===== src/rtl/gpio_pixel_uart_pkg.sv =====
// gpio_pixel_uart_pkg: shared types and constants for the GPIO pixel UART bridge
package gpio_pixel_uart_pkg;
  typedef enum logic [1:0] {UART_IDLE, UART_START, UART_DATA, UART_STOP} uart_state_e;
  typedef logic [23:0] pixel_t;
  localparam logic IDLE_LEVEL = 1'b1;
  localparam int BYTES_PER_PIXEL = 3;
endpackage


===== src/rtl/gpio_pixel_uart_tx_byte.sv =====
// uart_tx_byte: 8N1 byte transmitter with valid/ready handshake
module uart_tx_byte
  import gpio_pixel_uart_pkg::*;
#(
  parameter int CLKS_PER_BIT = 434
) (
  input  logic       clk,
  input  logic       rst,
  input  logic       in_valid,
  input  logic [7:0] in_data,
  output logic       in_ready,
  output logic       tx,
  output logic       idle
);
  localparam int CW = $clog2(CLKS_PER_BIT + 1);
  uart_state_e state_q, state_d;
  logic [CW-1:0] cnt_q, cnt_d;
  logic [2:0] bit_q, bit_d;
  logic [7:0] sh_q, sh_d;
  logic last;
  always_comb begin
    last = cnt_q == CW'(CLKS_PER_BIT - 1);
    state_d = state_q;
    cnt_d = (state_q == UART_IDLE || last) ? '0 : cnt_q + CW'(1);
    bit_d = bit_q;
    sh_d = sh_q;
    // accepting in the last stop cycle chains the next byte without an idle gap
    in_ready = state_q == UART_IDLE || (state_q == UART_STOP && last);
    if (in_valid && in_ready) begin
      state_d = UART_START;
      sh_d = in_data;
    end else if (last) begin
      case (state_q)
        UART_START: begin
          state_d = UART_DATA;
          bit_d = 3'd0;
        end
        UART_DATA: begin
          sh_d = sh_q >> 1;
          bit_d = bit_q + 3'd1;
          state_d = bit_q == 3'd7 ? UART_STOP : UART_DATA;
        end
        UART_STOP: state_d = UART_IDLE;
        default: state_d = state_q;
      endcase
    end
    tx = state_q == UART_START ? 1'b0 : state_q == UART_DATA ? sh_q[0] : IDLE_LEVEL;
    idle = state_q == UART_IDLE;
  end
  always_ff @(posedge clk or negedge rst) begin
    if (!rst) begin
      state_q <= UART_IDLE;
      cnt_q <= '0;
      bit_q <= '0;
      sh_q <= '0;
    end else begin
      state_q <= state_d;
      cnt_q <= cnt_d;
      bit_q <= bit_d;
      sh_q <= sh_d;
    end
  end
endmodule


===== src/rtl/gpio_pixel_uart.sv =====
// gpio_pixel_uart: assembles R/G/B GPIO bytes into pixels, buffers them and
// streams each pixel over an 8N1 UART as three bytes.
module gpio_pixel_uart
  import gpio_pixel_uart_pkg::*;
#(
  parameter int CLKS_PER_BIT = 434,
  parameter int FIFO_DEPTH = 8
) (
  input  logic        clk,
  input  logic        rst,
  input  logic [31:0] gpio,
  input  logic        gpio_en_r,
  input  logic        gpio_en_g,
  input  logic        gpio_en_b,
  input  logic        gpio_en,
  output logic        uart_tx,
  output logic        busy,
  output logic        overflow,
  output logic        chan_err,
  output logic        done,
  output logic [15:0] pixel_count
);
  localparam int AW = $clog2(FIFO_DEPTH);
  localparam int PW = AW + 1;
  localparam logic [1:0] LAST_IDX = 2'(BYTES_PER_PIXEL - 1);
  pixel_t mem_q [FIFO_DEPTH];
  pixel_t pix_q, pix_d;
  logic [PW-1:0] wr_q, wr_d, rd_q, rd_d;
  logic [7:0] r_q, r_d, g_q, g_d, b_q, b_d, tx_byte;
  logic [2:0] vld_q, vld_d, stb;
  logic [1:0] idx_q, idx_d;
  logic [15:0] cnt_q, cnt_d;
  logic act_q, act_d, ovf_q, ovf_d, err_q, err_d, dpend_q, dpend_d;
  logic empty, full, push_req, push, pop, tx_ready, tx_idle;
  logic unused_gpio;
  assign unused_gpio = ^gpio[31:8];
  always_comb begin
    stb = {gpio_en_r, gpio_en_g, gpio_en_b};
    empty = wr_q == rd_q;
    full = (wr_q[AW] != rd_q[AW]) && (wr_q[AW-1:0] == rd_q[AW-1:0]);
    push_req = &vld_q;
    pop = !act_q && !empty && tx_idle;
    push = push_req && (!full || pop);
    // a strobe in the push cycle belongs to the next pixel, not a collision
    vld_d = stb | (vld_q & {3{!push_req}});
    r_d = gpio_en_r ? gpio[7:0] : r_q;
    g_d = gpio_en_g ? gpio[7:0] : g_q;
    b_d = gpio_en_b ? gpio[7:0] : b_q;
    err_d = err_q | ((|(stb & vld_q)) & !push_req);
    ovf_d = ovf_q | (push_req && !push);
    cnt_d = cnt_q + 16'(push);
    wr_d = wr_q + PW'(push);
    rd_d = rd_q + PW'(pop);
    tx_byte = idx_q == 2'd0 ? pix_q[23:16] : idx_q == 2'd1 ? pix_q[15:8] : pix_q[7:0];
    act_d = pop || (act_q && !(tx_ready && idx_q == LAST_IDX));
    idx_d = pop ? 2'd0 : (act_q && tx_ready) ? idx_q + 2'd1 : idx_q;
    pix_d = pop ? mem_q[rd_q[AW-1:0]] : pix_q;
    done = dpend_q && !(|vld_q) && empty && tx_idle && !act_q;
    dpend_d = gpio_en || (dpend_q && !done);
    busy = (|vld_q) || !empty || !tx_idle || act_q;
  end
  always_ff @(posedge clk) begin
    if (push) mem_q[wr_q[AW-1:0]] <= {r_q, g_q, b_q};
  end
  always_ff @(posedge clk or negedge rst) begin
    if (!rst) begin
      wr_q <= '0;
      rd_q <= '0;
      r_q <= '0;
      g_q <= '0;
      b_q <= '0;
      vld_q <= '0;
      pix_q <= '0;
      idx_q <= '0;
      act_q <= 1'b0;
      cnt_q <= '0;
      ovf_q <= 1'b0;
      err_q <= 1'b0;
      dpend_q <= 1'b0;
    end else begin
      wr_q <= wr_d;
      rd_q <= rd_d;
      r_q <= r_d;
      g_q <= g_d;
      b_q <= b_d;
      vld_q <= vld_d;
      pix_q <= pix_d;
      idx_q <= idx_d;
      act_q <= act_d;
      cnt_q <= cnt_d;
      ovf_q <= ovf_d;
      err_q <= err_d;
      dpend_q <= dpend_d;
    end
  end
  assign overflow = ovf_q;
  assign chan_err = err_q;
  assign pixel_count = cnt_q;
  uart_tx_byte #(.CLKS_PER_BIT(CLKS_PER_BIT)) u_tx (
    .clk(clk),
    .rst(rst),
    .in_valid(act_q),
    .in_data(tx_byte),
    .in_ready(tx_ready),
    .tx(uart_tx),
    .idle(tx_idle)
  );
endmodule

===== config.mk =====
export PLATFORM = sky130hd
export DESIGN_NAME = gpio_pixel_uart
export DESIGN_NICKNAME = d
export VERILOG_FILES = /design/src/rtl/gpio_pixel_uart_pkg.sv /design/src/rtl/gpio_pixel_uart_tx_byte.sv /design/src/rtl/gpio_pixel_uart.sv
export SDC_FILE = /design/constraint.sdc
export NUM_CORES = 1
export LEC_CHECK = 0
export CORE_MARGIN = 10
export CORE_UTILIZATION = 50
export DETAILED_ROUTE_END_ITERATION = 10
export PLACE_DENSITY = 0.64
export SYNTH_ARGS = -nofsm -noshare
export SYNTH_HDL_FRONTEND = slang
export SYNTH_HIERARCHICAL = 1
export SYNTH_SLANG_ARGS = --single-unit
export TNS_END_PERCENT = 10

===== constraint.sdc =====
create_clock -name clk -period 5.55 [get_ports clk]
set_input_delay 1.3875 -clock clk [delete_from_list [all_inputs] [get_ports clk]]
set_output_delay 1.3875 -clock clk [all_outputs]
set_load 0.05 [all_outputs]

==> qor.csv <==
stage,metric,value,unit
run_status,outcome,completed,
setup_path,cp-start-kind,flip-flop,
global_routing,grt_pass1_vias,6232,
sta,setup_viol,0,
worst_hold_path,hold_class,flip-flop to flip-flop,
yosys,yosysWarnings,6,
power_and_ir_drop,ir_worst_vdd,0.3069,mV
drt,drtAntennaViolNets,0,
global_routing,gr-total-overflow,0,
place,placed_area,0.01247,mm²
floorplan,design.core.area,0.02340,mm²
setup_path,rr_worst_depth,4,
sta,maxSlewViolCount,0,
floorplan,start_util,50.52,%
power_and_ir_drop,p_sw,1.992,mW
floorplan,die_y,173.8,µm
global_routing,grt_start_max_net_pins,79,
drt,routed_via_density,5.484,
setup_path,path_max_fanout,11,
clocking,cts_tree,yes,
finish,fill_cells,1820,
yosys,async_reset_ff_share,34.92,%
worst_hold_path,hold_path.startpoint,pixel_count[15],
power_and_ir_drop,comb_power_share,25.3,%
worst_hold_path,min_to,pixel_count[15],
clocking,numCtsBuffers,30,
power_and_ir_drop,finalPower,6.675,mW
drt,drc,0,
setup_path,worstPathArrival,2.77,ns
drt,avgRoutedWirePerCell,21.48,µm
floorplan,ioPinCount,59,
power_and_ir_drop,swShare,29.85,%
clocking,cts-root-buf,clkbuf_16,
setup_path,r2r_end,mem_q[2][17],
sta,finalHoldViolCount,0,
clocking,cts.sinks,295,
yosys,synth_top_area_share,48.76,%
sta,clock_skew,0.01614,ns
finish,syn2layout_area_growth,13.84,%
setup_path,cp_slowest_stage_delay,0.80,ns
finish,drive_gt1_share,20.11,%
clocking,cts_hold_buf,0,
yosys,synth_cell_types,48,
sta,fmax,240.8,MHz
clocking,cts.clk_slew.worst_paths,0.06,ns
finish,stdcell_count,1050,
yosys,synth_seq_cells,295,
drt,totalWireLength,22560,µm
yosys,synth_flop_cell,edfxtp_1,
yosys,synth_cells,664,
setup_path,r2r_slack,2.84,ns
global_routing,track_usage,14.98,%
setup_path,slowest_stage,clkdlybuf4s50_1,
global_routing,grt_pass1_wl,35470,µm
clocking,insertion_delay,0.55,ns
setup_path,critPathRequiredTime,4.16,ns
floorplan,dieArea,0.03020,mm²
floorplan,die_w,173.8,µm
place,dp_cells,994,
clocking,htree_levels,1,
clocking,cts_buffer_depth,3,
floorplan,rows,56,
yosys,synth_area_per_cell,17.81,µm²
yosys,synth_top_area_cell,edfxtp_1,
power_and_ir_drop,seq_power_share,45.1,%
sta,slew_headroom,30.74,%
sta,setup_tns,0,ns
finish,diodes,0,
place,portBuffers,34,
place,place_ws,1.976,ns
sta,timing.final.crit_share,74.84,%
setup_path,r2r-start,wr_q[1],
setup_path,path_cells,xor2_2 > nor4_1 > and3_1 > clkdlybuf4s50_1,
setup_path,crit_type,flip-flop to output pin,
power_and_ir_drop,power_frac_clock,29.6,%
power_and_ir_drop,leakage,4.938,nW
finish,final_core_util,57.52,%
power_and_ir_drop,powerDensity,495.9,mW/mm²
sta,worst_pin_slew,1.039,ns
yosys,synth.area.top_cells,"edfxtp_1 (49%), dfrtp_1 (22%), mux4_2 (7.6%), mux2_2 (3.0%), mux2i_1 (2.8%)",
setup_path,critPathCaptureType,output pin,
clocking,cts_setup_buffers,0,
yosys,synth_nets,719,
sta,setup_ws,1.397,ns
finish,nets,762,
global_routing,antenna_found_initial,0,
finish,finalInstanceArea,0.01346,mm²
power_and_ir_drop,p_int,4.682,mW
drt,num_vias,5758,
yosys,netlist_area,0.01182,mm²
sta,finalCriticalPeriod,4.153,ns
sta,rsz0062_at_grt,false,
yosys,yosysSeqAreaShare,70.56,%
clocking,cts.repair.resized,0,
place,gp_congestion,0.7248,
worst_hold_path,whs_path_depth,1,
sta,hold_slack,0.4691,ns
yosys,synth_edf_count,192,
drt,drtPass1Iterations,4,
run,max-cap-violations,0,
place,hpwl,12420,µm
drt,drtIter0Drc,438,
-- cell type report --
| cell class | count | area, µm² | area share, % |
|---|---|---|---|
| Clock buffer | 46 | 893.4 | 6.637 |
| Clock inverter | 10 | 100.1 | 0.7436 |
| Inverter | 13 | 48.80 | 0.3625 |
| Multi-Input combinational cell | 327 | 3291 | 24.45 |
| Sequential cell | 295 | 8346 | 62.00 |
| Tap cell | 319 | 399.1 | 2.965 |
| Timing Repair Buffer | 40 | 382.9 | 2.844 |
-- layer usage --
| layer | up-vias | track usage, % | part of all wire [%] |
|---|---|---|---|
| li1 | 2650 | - | - |
| met1 | 2978 | 19.56 | 44 |
| met2 | 100 | 25.59 | 50 |
| met3 | 30 | 2.592 | 4.3 |
| met4 | 0 | 3.527 | 1.9 |
| met5 | - | 0 | 0 |
-- synthesized netlist by cell type, types with 2 or more instances --
master    instances
a21o_1            4
a21oi_1           6
a22o_1            2
a22oi_1           2
and3_1            8
and4_1            3
and4b_1           3
and4bb_2          2
buf_2            11
buf_4             3
buf_6             4
clkbuf_1         11
dfrtp_1         103
edfxtp_1        192
ha_1             17
inv_1            12
mux2_1            2
mux2_2           32
mux2_4            5
mux2i_1          33
mux4_1            8
mux4_2           40
nand2_1          48
nand3_1          14
nand4_1           3
nor2_1           11
nor4_1            2
o21ai_0          35
or3_1             4
xnor2_1          16
xor2_1           11
-- worst max-delay path by stage --
stage                     startpoint           to  slack (ns)  cells after the start
after floorplan              wr_q[1]  mem_q[1][0]        1.49                      5
after global placement       wr_q[2]         done        1.98                      4
after detailed placement     wr_q[2]         done        1.98                      4
after CTS                    wr_q[2]         done        1.40                      4
after global routing         wr_q[2]         done        1.28                      4
final                        wr_q[2]         done        1.40                      4
-- critical path, delay by kind of cell, from the launching register on --
family	cells	cell delay, ns
xor+xnor	1	0.27
simple gates	2	0.61
buf+inv	1	0.80
flops	1	0.54
-- registers in the layout, summed over array words and instances, names as in the netlist --
signal        flops
pix_q            24
idx_q             2
dpend_q           1
g_q               8
wr_q              4
u_tx/state_q      2
r_q               8
mem_q           192
u_tx/bit_q        3
pixel_count      16
overflow          1
u_tx/sh_q         8
rd_q              4
b_q               8
chan_err          1
u_tx/cnt_q        9
vld_q             3
act_q             1
-- power groups by stage --
stage	clock (mW)	combinational (mW)	sequential, mW
after floorplan	0	1.24	3.05
after global routing	2.11	1.85	3.06
final	1.98	1.69	3.01
after CTS	2.02	1.73	3.01
after global placement	0	1.69	3.02
after detailed placement	0	1.72	3.06
-- cell usage in the layout (no fill, tap or decap), drive strengths merged, types with 16 or more instances in the layout --
master,count
o21ai,36
inv,18
xnor2,16
mux4,48
mux2,39
dfrtp,103
mux2i,33
clkbuf,46
clkdlybuf4s50,33
nand2,48
edfxtp,192
ha,17
-- cell families after synthesis --
| logic type | after synthesis | share of synthesized area [%] |
|---|---|---|
| compound gates | 57 | 3.079 |
| simple gates | 105 | 4.561 |
| xor+xnor | 28 | 2.138 |
| flops | 295 | 70.56 |
| mux | 120 | 16.06 |
| fa+ha+maj | 17 | 1.799 |
| buf+inv | 42 | 1.799 |
(Power assumes the default switching activity.)
